**config.mk**
```make
export PLATFORM = sky130hd
export DESIGN_NAME = vsfx_pipe_flat
export DESIGN_NICKNAME = d
export VERILOG_FILES = /design/src/rtl/vsfx_pkg.sv /design/src/rtl/vsfx_if.sv /design/src/rtl/vsfx_lane.sv /design/src/rtl/vsfx_pipe.sv /design/src/flat_wrapper.sv
export SDC_FILE = /design/constraint.sdc
export NUM_CORES = 2
export LEC_CHECK = 0
export CORE_MARGIN = 1
export CORE_UTILIZATION = 55
export CTS_CLUSTER_DIAMETER = 40
export CTS_CLUSTER_SIZE = 25
export DETAILED_ROUTE_END_ITERATION = 7
export DONT_BUFFER_PORTS = 1
export PLACE_DENSITY = 0.75
export REMOVE_ABC_BUFFERS = 1
export SYNTH_ARGS = -nofsm -noshare
export SYNTH_HDL_FRONTEND = slang
export SYNTH_HIERARCHICAL = 1
export SYNTH_SLANG_ARGS = --single-unit
```
**constraint.sdc**
```tcl
create_clock -name clk -period 2.7 [get_ports clk]
set_clock_uncertainty 0.05 [all_clocks]
set_input_delay 0.81 -clock clk [delete_from_list [all_inputs] [get_ports clk]]
set_output_delay 0.81 -clock clk [all_outputs]
set_load 0.02 [all_outputs]
```
**src/rtl/vsfx_pkg.sv**
```systemverilog
// Shared encodings, control payload and decode helpers for the pipelined
// vector simple fixed-point unit.
package vsfx_pkg;

  localparam int unsigned LANE_W = 32;
  localparam int unsigned OP_W   = 4;
  localparam int unsigned ESZ_W  = 2;
  localparam int unsigned CR6_W  = 4;

  localparam logic [OP_W-1:0] OP_ADDM   = 4'd0;
  localparam logic [OP_W-1:0] OP_ADDSS  = 4'd1;
  localparam logic [OP_W-1:0] OP_ADDUS  = 4'd2;
  localparam logic [OP_W-1:0] OP_SUBM   = 4'd3;
  localparam logic [OP_W-1:0] OP_SUBSS  = 4'd4;
  localparam logic [OP_W-1:0] OP_CMPEQ  = 4'd5;
  localparam logic [OP_W-1:0] OP_CMPGTS = 4'd6;
  localparam logic [OP_W-1:0] OP_AVGS   = 4'd7;
  localparam logic [OP_W-1:0] OP_SL     = 4'd8;

  localparam logic [ESZ_W-1:0] ESZ_BYTE = 2'd0;
  localparam logic [ESZ_W-1:0] ESZ_HALF = 2'd1;
  localparam logic [ESZ_W-1:0] ESZ_WORD = 2'd2;
  localparam logic [ESZ_W-1:0] ESZ_RSVD = 2'd3;

  // cr6 = {all_true, 0, all_false, 0}
  localparam int unsigned CR6_ALL_TRUE_BIT  = 3;
  localparam int unsigned CR6_ALL_FALSE_BIT = 1;

  typedef struct packed {
    logic [OP_W-1:0]  op;
    logic [ESZ_W-1:0] esz;
    logic             rc;
  } vsfx_ctrl_t;

  function automatic logic is_reserved(input logic [OP_W-1:0] op, input logic [ESZ_W-1:0] esz);
    return (op > OP_SL) || (esz == ESZ_RSVD);
  endfunction

  function automatic logic is_cmp(input logic [OP_W-1:0] op);
    return (op == OP_CMPEQ) || (op == OP_CMPGTS);
  endfunction

endpackage

```
**src/rtl/vsfx_if.sv**
```systemverilog
// Issue/result bus between the register-file read port, the unit and the
// writeback arbiter.
interface vsfx_if #(
  parameter int unsigned VLEN = 128
);
  import vsfx_pkg::*;

  logic              in_valid;
  logic              in_ready;
  logic [OP_W-1:0]   op;
  logic [ESZ_W-1:0]  esz;
  logic              rc;
  logic [VLEN-1:0]   vra;
  logic [VLEN-1:0]   vrb;
  logic              clr_sat;
  logic              out_valid;
  logic              out_ready;
  logic [VLEN-1:0]   vrt;
  logic              sat;
  logic [CR6_W-1:0]  cr6;

  modport master (
    output in_valid, op, esz, rc, vra, vrb, clr_sat, out_ready,
    input  in_ready, out_valid, vrt, sat, cr6
  );

  modport slave (
    input  in_valid, op, esz, rc, vra, vrb, clr_sat, out_ready,
    output in_ready, out_valid, vrt, sat, cr6
  );

endinterface

```
**src/rtl/vsfx_lane.sv**
```systemverilog
// One 32-bit lane: every op at every element size in parallel, then a select
// by esz. Purely combinational.
module vsfx_lane
  import vsfx_pkg::*;
(
  input  logic [OP_W-1:0]   op,
  input  logic [ESZ_W-1:0]  esz,
  input  logic [LANE_W-1:0] a,
  input  logic [LANE_W-1:0] b,
  output logic [LANE_W-1:0] result,
  output logic              sat,
  output logic              any_true,
  output logic              any_false
);

  localparam int unsigned N_SZ = 3;

  logic [N_SZ-1:0][LANE_W-1:0] res_sz;
  logic [N_SZ-1:0]             sat_sz;
  logic [N_SZ-1:0]             true_sz;
  logic [N_SZ-1:0]             false_sz;

  for (genvar s = 0; s < N_SZ; s++) begin : g_sz
    localparam int unsigned EW  = 8 << s;
    localparam int unsigned NE  = LANE_W / EW;
    localparam int unsigned SHW = $clog2(EW);

    logic [NE-1:0][EW-1:0] res_e;
    logic [NE-1:0]         sat_e;
    logic [NE-1:0]         true_e;

    for (genvar e = 0; e < NE; e++) begin : g_el
      logic [EW-1:0]        ea, eb, er;
      logic signed [EW:0]   sa, sb, ssum, sdif, avg;
      logic [EW:0]          usum;
      logic                 cmp, es, tr;

      // One guard bit holds every sum/difference/average without loss
      assign ea   = a[e*EW +: EW];
      assign eb   = b[e*EW +: EW];
      assign sa   = {ea[EW-1], ea};
      assign sb   = {eb[EW-1], eb};
      assign ssum = sa + sb;
      assign sdif = sa - sb;
      assign avg  = ssum + (EW+1)'(1);
      assign usum = {1'b0, ea} + {1'b0, eb};
      assign cmp  = (op == OP_CMPEQ) ? (ea == eb) : (sa > sb);

      always_comb begin
        er = '0;
        es = 1'b0;
        tr = 1'b0;
        case (op)
          OP_ADDM: er = ssum[EW-1:0];
          OP_ADDSS: begin
            er = ssum[EW-1:0];
            if (ssum[EW] != ssum[EW-1]) begin
              er = {ssum[EW], {(EW-1){~ssum[EW]}}};
              es = 1'b1;
            end
          end
          OP_ADDUS: begin
            er = usum[EW-1:0];
            if (usum[EW]) begin
              er = '1;
              es = 1'b1;
            end
          end
          OP_SUBM: er = sdif[EW-1:0];
          OP_SUBSS: begin
            er = sdif[EW-1:0];
            if (sdif[EW] != sdif[EW-1]) begin
              er = {sdif[EW], {(EW-1){~sdif[EW]}}};
              es = 1'b1;
            end
          end
          OP_CMPEQ, OP_CMPGTS: begin
            er = {EW{cmp}};
            tr = cmp;
          end
          OP_AVGS: er = EW'(avg >>> 1);
          OP_SL:   er = ea << eb[SHW-1:0];
          default: er = '0;
        endcase
      end

      assign res_e[e]  = er;
      assign sat_e[e]  = es;
      assign true_e[e] = tr;
    end

    assign res_sz[s]   = res_e;
    assign sat_sz[s]   = |sat_e;
    assign true_sz[s]  = |true_e;
    assign false_sz[s] = ~&true_e;
  end

  always_comb begin
    result    = '0;
    sat       = 1'b0;
    any_true  = 1'b0;
    any_false = 1'b0;
    if (!is_reserved(op, esz)) begin
      result    = res_sz[esz];
      sat       = sat_sz[esz];
      any_true  = true_sz[esz];
      any_false = false_sz[esz];
    end
  end

endmodule

```
**src/rtl/vsfx_pipe.sv**
```systemverilog
// Two-stage vector simple fixed-point unit: lane datapath into S1, output
// register S2, with sticky SAT and record-form CR6 tracking.
module vsfx_pipe
  import vsfx_pkg::*;
#(
  parameter int unsigned VLEN = 128
) (
  input  logic  clk,
  input  logic  rst_n,
  vsfx_if.slave bus
);

  localparam int unsigned LANES = VLEN / LANE_W;

  logic [VLEN-1:0]  lane_res;
  logic [LANES-1:0] lane_sat, lane_true, lane_false;

  logic             s1_valid;
  vsfx_ctrl_t       s1_ctrl;
  logic [VLEN-1:0]  s1_res;
  logic [LANES-1:0] s1_sat, s1_true, s1_false;

  logic             out_valid_q;
  logic [VLEN-1:0]  vrt_q;
  logic             sat_q;
  logic [CR6_W-1:0] cr6_q;

  logic             stall_c;
  logic             s1_move_c;
  logic             cr6_upd_c;
  logic [CR6_W-1:0] cr6_new_c;

  for (genvar i = 0; i < LANES; i++) begin : g_lane
    vsfx_lane u_lane (
      .op        (bus.op),
      .esz       (bus.esz),
      .a         (bus.vra[i*LANE_W +: LANE_W]),
      .b         (bus.vrb[i*LANE_W +: LANE_W]),
      .result    (lane_res[i*LANE_W +: LANE_W]),
      .sat       (lane_sat[i]),
      .any_true  (lane_true[i]),
      .any_false (lane_false[i])
    );
  end

  assign stall_c   = out_valid_q & ~bus.out_ready;
  assign s1_move_c = s1_valid & ~stall_c;
  assign cr6_upd_c = s1_move_c & s1_ctrl.rc & is_cmp(s1_ctrl.op)
                   & ~is_reserved(s1_ctrl.op, s1_ctrl.esz);

  always_comb begin
    cr6_new_c                    = '0;
    cr6_new_c[CR6_ALL_TRUE_BIT]  = ~|s1_false;
    cr6_new_c[CR6_ALL_FALSE_BIT] = ~|s1_true;
  end

  // S1: control and per-lane results/flags
  always_ff @(posedge clk or negedge rst_n) begin
    if (!rst_n) begin
      s1_valid <= 1'b0;
      s1_ctrl  <= '0;
      s1_res   <= '0;
      s1_sat   <= '0;
      s1_true  <= '0;
      s1_false <= '0;
    end else if (!stall_c) begin
      s1_valid <= bus.in_valid;
      if (bus.in_valid) begin
        s1_ctrl  <= '{op: bus.op, esz: bus.esz, rc: bus.rc};
        s1_res   <= lane_res;
        s1_sat   <= lane_sat;
        s1_true  <= lane_true;
        s1_false <= lane_false;
      end
    end
  end

  // S2: output register; bubbles leave vrt untouched
  always_ff @(posedge clk or negedge rst_n) begin
    if (!rst_n) begin
      out_valid_q <= 1'b0;
      vrt_q       <= '0;
    end else if (!stall_c) begin
      out_valid_q <= s1_valid;
      if (s1_valid) vrt_q <= s1_res;
    end
  end

  // A landing op's saturation beats a same-cycle clear
  always_ff @(posedge clk or negedge rst_n) begin
    if (!rst_n) begin
      sat_q <= 1'b0;
    end else if (s1_move_c && (|s1_sat)) begin
      sat_q <= 1'b1;
    end else if (bus.clr_sat) begin
      sat_q <= 1'b0;
    end
  end

  always_ff @(posedge clk or negedge rst_n) begin
    if (!rst_n) begin
      cr6_q <= '0;
    end else if (cr6_upd_c) begin
      cr6_q <= cr6_new_c;
    end
  end

  assign bus.in_ready  = ~stall_c;
  assign bus.out_valid = out_valid_q;
  assign bus.vrt       = vrt_q;
  assign bus.sat       = sat_q;
  assign bus.cr6       = cr6_q;

endmodule

```
**src/flat_wrapper.sv**
```systemverilog
// flat-port wrapper written by rule: the top's interface ports become plain ports
module vsfx_pipe_flat import vsfx_pkg::*;
#(
  parameter int unsigned VLEN = 128
)
  (clk, rst_n, bus_in_valid, bus_op, bus_esz, bus_rc, bus_vra, bus_vrb, bus_clr_sat, bus_out_ready, bus_in_ready, bus_out_valid, bus_vrt, bus_sat, bus_cr6);
  vsfx_if #(.VLEN(VLEN)) bus_i ();
  input  logic clk;
  input  logic rst_n;
  input wire logic [$bits(bus_i.in_valid)-1:0] bus_in_valid;
  input wire logic [$bits(bus_i.op)-1:0] bus_op;
  input wire logic [$bits(bus_i.esz)-1:0] bus_esz;
  input wire logic [$bits(bus_i.rc)-1:0] bus_rc;
  input wire logic [$bits(bus_i.vra)-1:0] bus_vra;
  input wire logic [$bits(bus_i.vrb)-1:0] bus_vrb;
  input wire logic [$bits(bus_i.clr_sat)-1:0] bus_clr_sat;
  input wire logic [$bits(bus_i.out_ready)-1:0] bus_out_ready;
  output wire logic [$bits(bus_i.in_ready)-1:0] bus_in_ready;
  output wire logic [$bits(bus_i.out_valid)-1:0] bus_out_valid;
  output wire logic [$bits(bus_i.vrt)-1:0] bus_vrt;
  output wire logic [$bits(bus_i.sat)-1:0] bus_sat;
  output wire logic [$bits(bus_i.cr6)-1:0] bus_cr6;
  assign bus_i.in_valid = bus_in_valid;
  assign bus_i.op = bus_op;
  assign bus_i.esz = bus_esz;
  assign bus_i.rc = bus_rc;
  assign bus_i.vra = bus_vra;
  assign bus_i.vrb = bus_vrb;
  assign bus_i.clr_sat = bus_clr_sat;
  assign bus_i.out_ready = bus_out_ready;
  assign bus_in_ready = bus_i.in_ready;
  assign bus_out_valid = bus_i.out_valid;
  assign bus_vrt = bus_i.vrt;
  assign bus_sat = bus_i.sat;
  assign bus_cr6 = bus_i.cr6;
  vsfx_pipe #(.VLEN(VLEN)) u_core (.clk(clk), .rst_n(rst_n), .bus(bus_i));
endmodule
```
==> metrics.txt, run 1 <==
# TYPE chip_impl_metric gauge
chip_impl_metric{name="yosys.cell_types.count",unit=""} 138
chip_impl_metric{name="place_hpwl",unit="um"} 293000
chip_impl_metric{name="initial_standard_cell_utilization_of_the_core",unit=""} 0.555
chip_impl_metric{name="dieHeight",unit="um"} 353
chip_impl_metric{name="ys_seq_area_frac",unit=""} 0.104
chip_impl_info{name="ctsRootBufferMaster",value="clkbuf_16"} 1
chip_impl_metric{name="io_pins",unit=""} 403
chip_impl_info{name="yosys-top-cells-area",value="dfrtp_1 10%, xnor2_1 6.6%, o21ai_0 6.3%"} 1
chip_impl_metric{name="floorplan.die.width",unit="um"} 353
chip_impl_metric{name="grt_remaining_overflow",unit=""} 843
chip_impl_info{name="outcome",value="did not finish"} 1
chip_impl_metric{name="async_reset_ff_frac",unit=""} 1.00
chip_impl_metric{name="grt_first_pass_wirelength",unit="um"} 712000
chip_impl_metric{name="port-buffer-count",unit=""} 0
chip_impl_info{name="flow.first_error",value="[ERROR GRT-0116] Global routing finished with congestion. Check the congestion regions in the DRC Viewer."} 1
chip_impl_metric{name="clockBufferDepth",unit=""} 3
chip_impl_metric{name="fp-row-count",unit=""} 128
chip_impl_metric{name="grt_resource_usage_total",unit=""} 0.730
chip_impl_metric{name="grt_start_max_net_pins",unit=""} 281
chip_impl_metric{name="synth.ff_latch_count",unit=""} 280
chip_impl_metric{name="cts_made_buffers",unit=""} 54
chip_impl_metric{name="syn_avg_cell_area",unit="um^2"} 7.13
chip_impl_info{name="synth_ff_type",value="dfrtp_1"} 1
chip_impl_metric{name="post_synth_inst_count",unit=""} 9490
chip_impl_metric{name="yosys_warning_total",unit=""} 6
chip_impl_metric{name="placed_cell_area",unit="um^2"} 92600
chip_impl_metric{name="dp_cells",unit=""} 13833
chip_impl_metric{name="routabilityCongestion",unit=""} 1.32
chip_impl_metric{name="post_synth_instance_area",unit="um^2"} 67600
chip_impl_metric{name="cts_htree_levels",unit=""} 2
chip_impl_info{name="yosys.area.top_type",value="dfrtp_1"} 1
chip_impl_metric{name="post-synth-top-area-fraction",unit=""} 0.104
chip_impl_metric{name="numClockSinks",unit=""} 280
chip_impl_metric{name="grt_pass1_vias",unit=""} 112252
chip_impl_metric{name="synth_edf_count",unit=""} 0
chip_impl_info{name="stop_stage",value="global routing (5_1_grt)"} 1
==> repair_timing <==
action / CTS
gates cloned: 6
endpoints found under the setup margin: 140
setup buffers: 116
pin swaps: 302
gates resized for setup: 773
hold endpoints to repair: 280
==> cells by family after synthesis <==
family | count (synthesis) | share of synthesized area
compound gates | 3431 | 0.336
xor+xnor | 640 | 0.0836
buf+inv | 1054 | 0.0649
other cells | 1 | 0.0000554
flops | 280 | 0.104
mux | 615 | 0.116
fa+ha+maj | 359 | 0.0696
simple gates | 3110 | 0.226
==> synthesized netlist by cell type, types with 68 or more instances <==
| cell | n |
|---|---|
| nor2b_1 | 125 |
| nand4_1 | 138 |
| mux4_2 | 72 |
| buf_2 | 79 |
| and2_1 | 72 |
| nor3_1 | 231 |
| o31ai_1 | 100 |
| dfrtp_1 | 280 |
| clkbuf_1 | 435 |
| nand2_1 | 892 |
| o21ai_0 | 854 |
| a21oi_1 | 805 |
| nor4_1 | 130 |
| o211ai_1 | 138 |
| xnor2_1 | 506 |
| nand2b_1 | 86 |
| nor2_1 | 823 |
| o22ai_1 | 112 |
| a31oi_1 | 124 |
| mux2_4 | 100 |
| mux2_2 | 237 |
| xor2_1 | 129 |
| nand3_1 | 233 |
| a211oi_1 | 175 |
| o21a_1 | 86 |
| o221ai_1 | 68 |
| a21o_1 | 105 |
| ha_1 | 316 |
| buf_1 | 69 |
| inv_1 | 375 |
| mux2i_1 | 205 |
| o21bai_1 | 69 |
==> per-layer routing <==
metal / overflow / track usage
met1: 36 / 0.763
met2: 444 / 0.885
met3: 51 / 0.579
met4: 305 / 0.651
met5: 7 / 0.300
==> stage by stage <==
step	hold slack [ps]	TNS [ps]	setup WS (ps)	utilization
after floorplan	402	-402320	-3150	-
after global placement	426	-278950	-2360	0.759
after detailed placement	438	-297280	-2560	0.759
after CTS	-190	-154030	-1400	0.812
==> run 2: changes to the inputs <==
--- a/config.mk
+++ b/config.mk
@@ -6,12 +6,10 @@
 export NUM_CORES = 2
 export LEC_CHECK = 0
 export CORE_MARGIN = 1
-export CORE_UTILIZATION = 55
-export CTS_CLUSTER_DIAMETER = 40
-export CTS_CLUSTER_SIZE = 25
+export CORE_UTILIZATION = 40
 export DETAILED_ROUTE_END_ITERATION = 7
 export DONT_BUFFER_PORTS = 1
-export PLACE_DENSITY = 0.75
+export PLACE_DENSITY_LB_ADDON = 0.15
 export REMOVE_ABC_BUFFERS = 1
 export SYNTH_ARGS = -nofsm -noshare
 export SYNTH_HDL_FRONTEND = slang
==> run 2 against run 1 <==
The flow now finishes, with violations (DRC, hold timing, setup timing). Area after synthesis unchanged. Synthesized cell count unchanged.
==> metrics.txt, run 2 <==
# TYPE chip_impl_metric gauge
chip_impl_info{name="clock_tree_from_tritoncts",value="built"} 1
chip_impl_metric{name="remaining_drc_errors",unit=""} 2
chip_impl_metric{name="clockBufferDepth",unit=""} 3
chip_impl_metric{name="port-buffer-count",unit=""} 0
chip_impl_metric{name="yosys_warning_total",unit=""} 6
chip_impl_metric{name="layout-area-overhead-vs-synth",unit="%"} 63.9
chip_impl_info{name="failed_checks",value="DRC, hold timing, setup timing"} 1
chip_impl_metric{name="core_area",unit="um^2"} 168000
chip_impl_metric{name="final.min_clock_period",unit="ps"} 4190
chip_impl_metric{name="cts_made_buffers",unit=""} 42
chip_impl_metric{name="timing.final.ws_setup",unit="ps"} -1490
chip_impl_info{name="synth_ff_type",value="dfrtp_1"} 1
chip_impl_metric{name="synth.ff_latch_count",unit=""} 280
chip_impl_metric{name="drtIter0Drc",unit=""} 13434
chip_impl_metric{name="grt_resource_usage_total",unit=""} 0.497
chip_impl_metric{name="wirelength_per_cell",unit="um"} 30.3
chip_impl_info{name="timing_worst_setup_path_type",value="input pin to flop"} 1
chip_impl_metric{name="io_pins",unit=""} 403
chip_impl_metric{name="async_reset_ff_frac",unit=""} 1.00
chip_impl_metric{name="routed_wirelength",unit="um"} 459000
chip_impl_info{name="cell_class_contributing_the_biggest_share_of_worst_path_delay",value="compound AO/OA/AOI/OAI gates"} 1
chip_impl_metric{name="floorplan.die.width",unit="um"} 413
chip_impl_metric{name="worstMarginPinSlew",unit="ps"} 1450
chip_impl_metric{name="num-nets-final",unit=""} 13518
chip_impl_metric{name="die_area",unit="um^2"} 171000
chip_impl_info{name="outcome",value="finished with violations"} 1
chip_impl_info{name="startpoint_type",value="input pin"} 1
chip_impl_metric{name="pwr_density_cell",unit="nW/um^2"} 435
chip_impl_metric{name="numClockSinks",unit=""} 280
chip_impl_info{name="cpMaxStageDelayCell",value="o211ai_1"} 1
chip_impl_metric{name="via_per_inst",unit=""} 6.64
chip_impl_metric{name="grt_pass1_vias",unit=""} 94465
chip_impl_info{name="synth.cells.most_frequent",value="892 x nand2_1, 854 x o21ai_0, 823 x nor2_1"} 1
chip_impl_metric{name="timing.max_slew.rel_slack",unit=""} 0.0306
chip_impl_info{name="yosys-top-cells-area",value="dfrtp_1 10%, xnor2_1 6.6%, o21ai_0 6.3%"} 1
chip_impl_metric{name="placed_cell_area",unit="um^2"} 96000
chip_impl_info{name="worst_setup_path_end_kind",value="flop"} 1
chip_impl_metric{name="totalNegativeSetupSlack",unit="ps"} -162430
chip_impl_info{name="yosys.area.top_type",value="dfrtp_1"} 1
chip_impl_metric{name="max_slew_violation_count",unit=""} 0
chip_impl_metric{name="initial_antenna_violation_count",unit=""} 25
chip_impl_metric{name="fmax",unit="GHz"} 0.239
chip_impl_metric{name="yosys.cell_types.count",unit=""} 138
chip_impl_metric{name="critical_path.max_stage_delay",unit="ps"} 400
chip_impl_metric{name="worst_ir_drop_vdd",unit="uV"} 590
chip_impl_metric{name="drt.antenna.violating_nets",unit=""} 0
chip_impl_metric{name="fp-row-count",unit=""} 150
chip_impl_metric{name="timing.critical_path.required",unit="ps"} 3210
chip_impl_metric{name="grt_start_max_net_pins",unit=""} 281
chip_impl_metric{name="post_synth_inst_count",unit=""} 9490
chip_impl_metric{name="final_core_utilization",unit=""} 0.661
chip_impl_metric{name="grt_first_pass_wirelength",unit="um"} 633000
chip_impl_metric{name="routabilityCongestion",unit=""} 1.11
chip_impl_metric{name="stdcell_area",unit="um^2"} 111000
chip_impl_metric{name="final_layout_size_suffix_gt1_frac",unit=""} 0.460
chip_impl_metric{name="count_of_tritonroute_iterations_in_the_first_routing_pass",unit=""} 8
chip_impl_metric{name="leakage",unit="nW"} 48.6
chip_impl_metric{name="critPathBufInv",unit=""} 3
chip_impl_metric{name="cts_htree_levels",unit=""} 2
chip_impl_metric{name="num_vias",unit=""} 100616
chip_impl_metric{name="clkLatencyLatePin",unit="ps"} 700
chip_impl_metric{name="clock_edge_transition_at_the_registers_on_the_reported_setup_and_hold_paths",unit="ps"} 90
chip_impl_info{name="timing.hold.worst.class",value="input pin to async pin"} 1
chip_impl_metric{name="place_hpwl",unit="um"} 354000
chip_impl_metric{name="post_synth_instance_area",unit="um^2"} 67600
chip_impl_info{name="crit_chain",value="clkinv_8, ha_4, buf_6, nand2b_4, o311ai_4, o211ai_2, a211oi_4, o211ai_1, a21oi_1, o31ai_2, xnor2_2, ha_4, nor2_4, a31oi_4, o31ai_4, nand2_2, buf_6, and2_4, o211ai_1, a21oi_1, a31oi_1, mux2_4"} 1
chip_impl_metric{name="post-route-period-util",unit=""} 1.55
chip_impl_info{name="layout.cells.most_common_list",value="3631 x buf_4, 842 x nand2_1, 751 x nor2_1, 675 x o21ai_0, 656 x a21oi_1"} 1
chip_impl_metric{name="final-hold-violation-count",unit=""} 262
chip_impl_metric{name="drv_cap",unit=""} 0
chip_impl_metric{name="synth_edf_count",unit=""} 0
chip_impl_metric{name="final-setup-viol-count",unit=""} 140
chip_impl_metric{name="initial_standard_cell_utilization_of_the_core",unit=""} 0.404
chip_impl_metric{name="post-synth-top-area-fraction",unit=""} 0.104
chip_impl_metric{name="dpl_worst_slack",unit="ps"} -2690
chip_impl_info{name="unrepaired_setup_endpoints_after_global_routing",value="true"} 1
chip_impl_info{name="synth.most_common_cell",value="nand2_1"} 1
chip_impl_metric{name="dieHeight",unit="um"} 413
chip_impl_info{name="ctsRootBufferMaster",value="clkbuf_16"} 1
chip_impl_info{name="final_common_cell",value="buf_4"} 1
chip_impl_metric{name="grt_remaining_overflow",unit=""} 0
chip_impl_metric{name="critPathArrivalTime",unit="ps"} 4700
chip_impl_metric{name="finalHoldWorstSlack",unit="ps"} -221
chip_impl_metric{name="critical_path_peak_fanout",unit=""} 29
chip_impl_metric{name="ys_seq_area_frac",unit=""} 0.104
chip_impl_metric{name="syn_avg_cell_area",unit="um^2"} 7.13
run 2: final cells by class:
cell class,instances,area (um^2)
antenna,12,30.0
clock buffer,48,1110
clock inverter,26,357
fill,14413,56800
inverter,419,1720
multi-input combinational,8157,65500
sequential,280,7010
tap,2204,2760
timing repair buffer,4002,32300
run 2: logic make-up after synthesis:
| kind of cell | Yosys count | synth area share |
|---|---|---|
| compound gates | 3431 | 0.336 |
| simple gates | 3110 | 0.226 |
| buf+inv | 1054 | 0.0649 |
| xor+xnor | 640 | 0.0836 |
| mux | 615 | 0.116 |
| fa+ha+maj | 359 | 0.0696 |
| flops | 280 | 0.104 |
| other cells | 1 | 0.0000554 |
run 2: routing by layer:
metal / vias up / track usage / wire [um]
li1: 42503 / - / -
met2: 7787 / 0.743 / 190000
met5: - / 0 / 185
met1: 47897 / 0.591 / 163000
met3: 2407 / 0.142 / 58500
met4: 22 / 0.401 / 47200
run 2: what timing repair did:
action                                  in CTS  in global routing
gates cloned                                 1                  9
pin swaps                                  380                632
buffers inserted                           120                264
endpoints found under the setup margin     140                140
resized for setup                          913               1380
endpoints found under the hold margin      280                280
run 2: worst register-to-register path, delay by kind of cell (launching register included):
kind / cells / cell delay (ps)
buffers and inverters: 1 / 410
flip-flops: 1 / 500
AND/OR/NAND/NOR: 2 / 450
multiplexers: 1 / 390
run 2: through the flow:
step,total power (W),instances
floorplan,0.0203,8856
CTS,0.0439,14908
finish,0.0483,15148
global route,0.0494,15138
detailed placement,0.0358,14731
global placement,0.0355,14731
run 2: where the power goes:
| part | switching [W] | total (W) | internal (W) |
|---|---|---|---|
| registers | 0.00275 | 0.00823 | 0.00548 |
| clock network | 0.00278 | 0.00630 | 0.00352 |
| logic | 0.0179 | 0.0337 | 0.0158 |
| total | 0.0234 | 0.0483 | 0.0248 |
run 2: final timing paths:
kind,from,to,cells past startpoint,slack (ps)
setup / recovery,bus_vrb[66],u_core/s1_res[83],22,-1490
hold / removal,rst_n,u_core/s1_res[2],0,-220
setup reg to reg,u_core/bus.out_valid,u_core/bus.vrt[0],4,730
hold reg to reg,u_core/s1_res[65],u_core/bus.vrt[65],1,450
max in group asynchronous,rst_n,u_core/bus.vrt[64],0,2000
min in group clk,bus_clr_sat,u_core/bus.sat,1,230
Note: power is estimated with default switching activity, not from simulation.
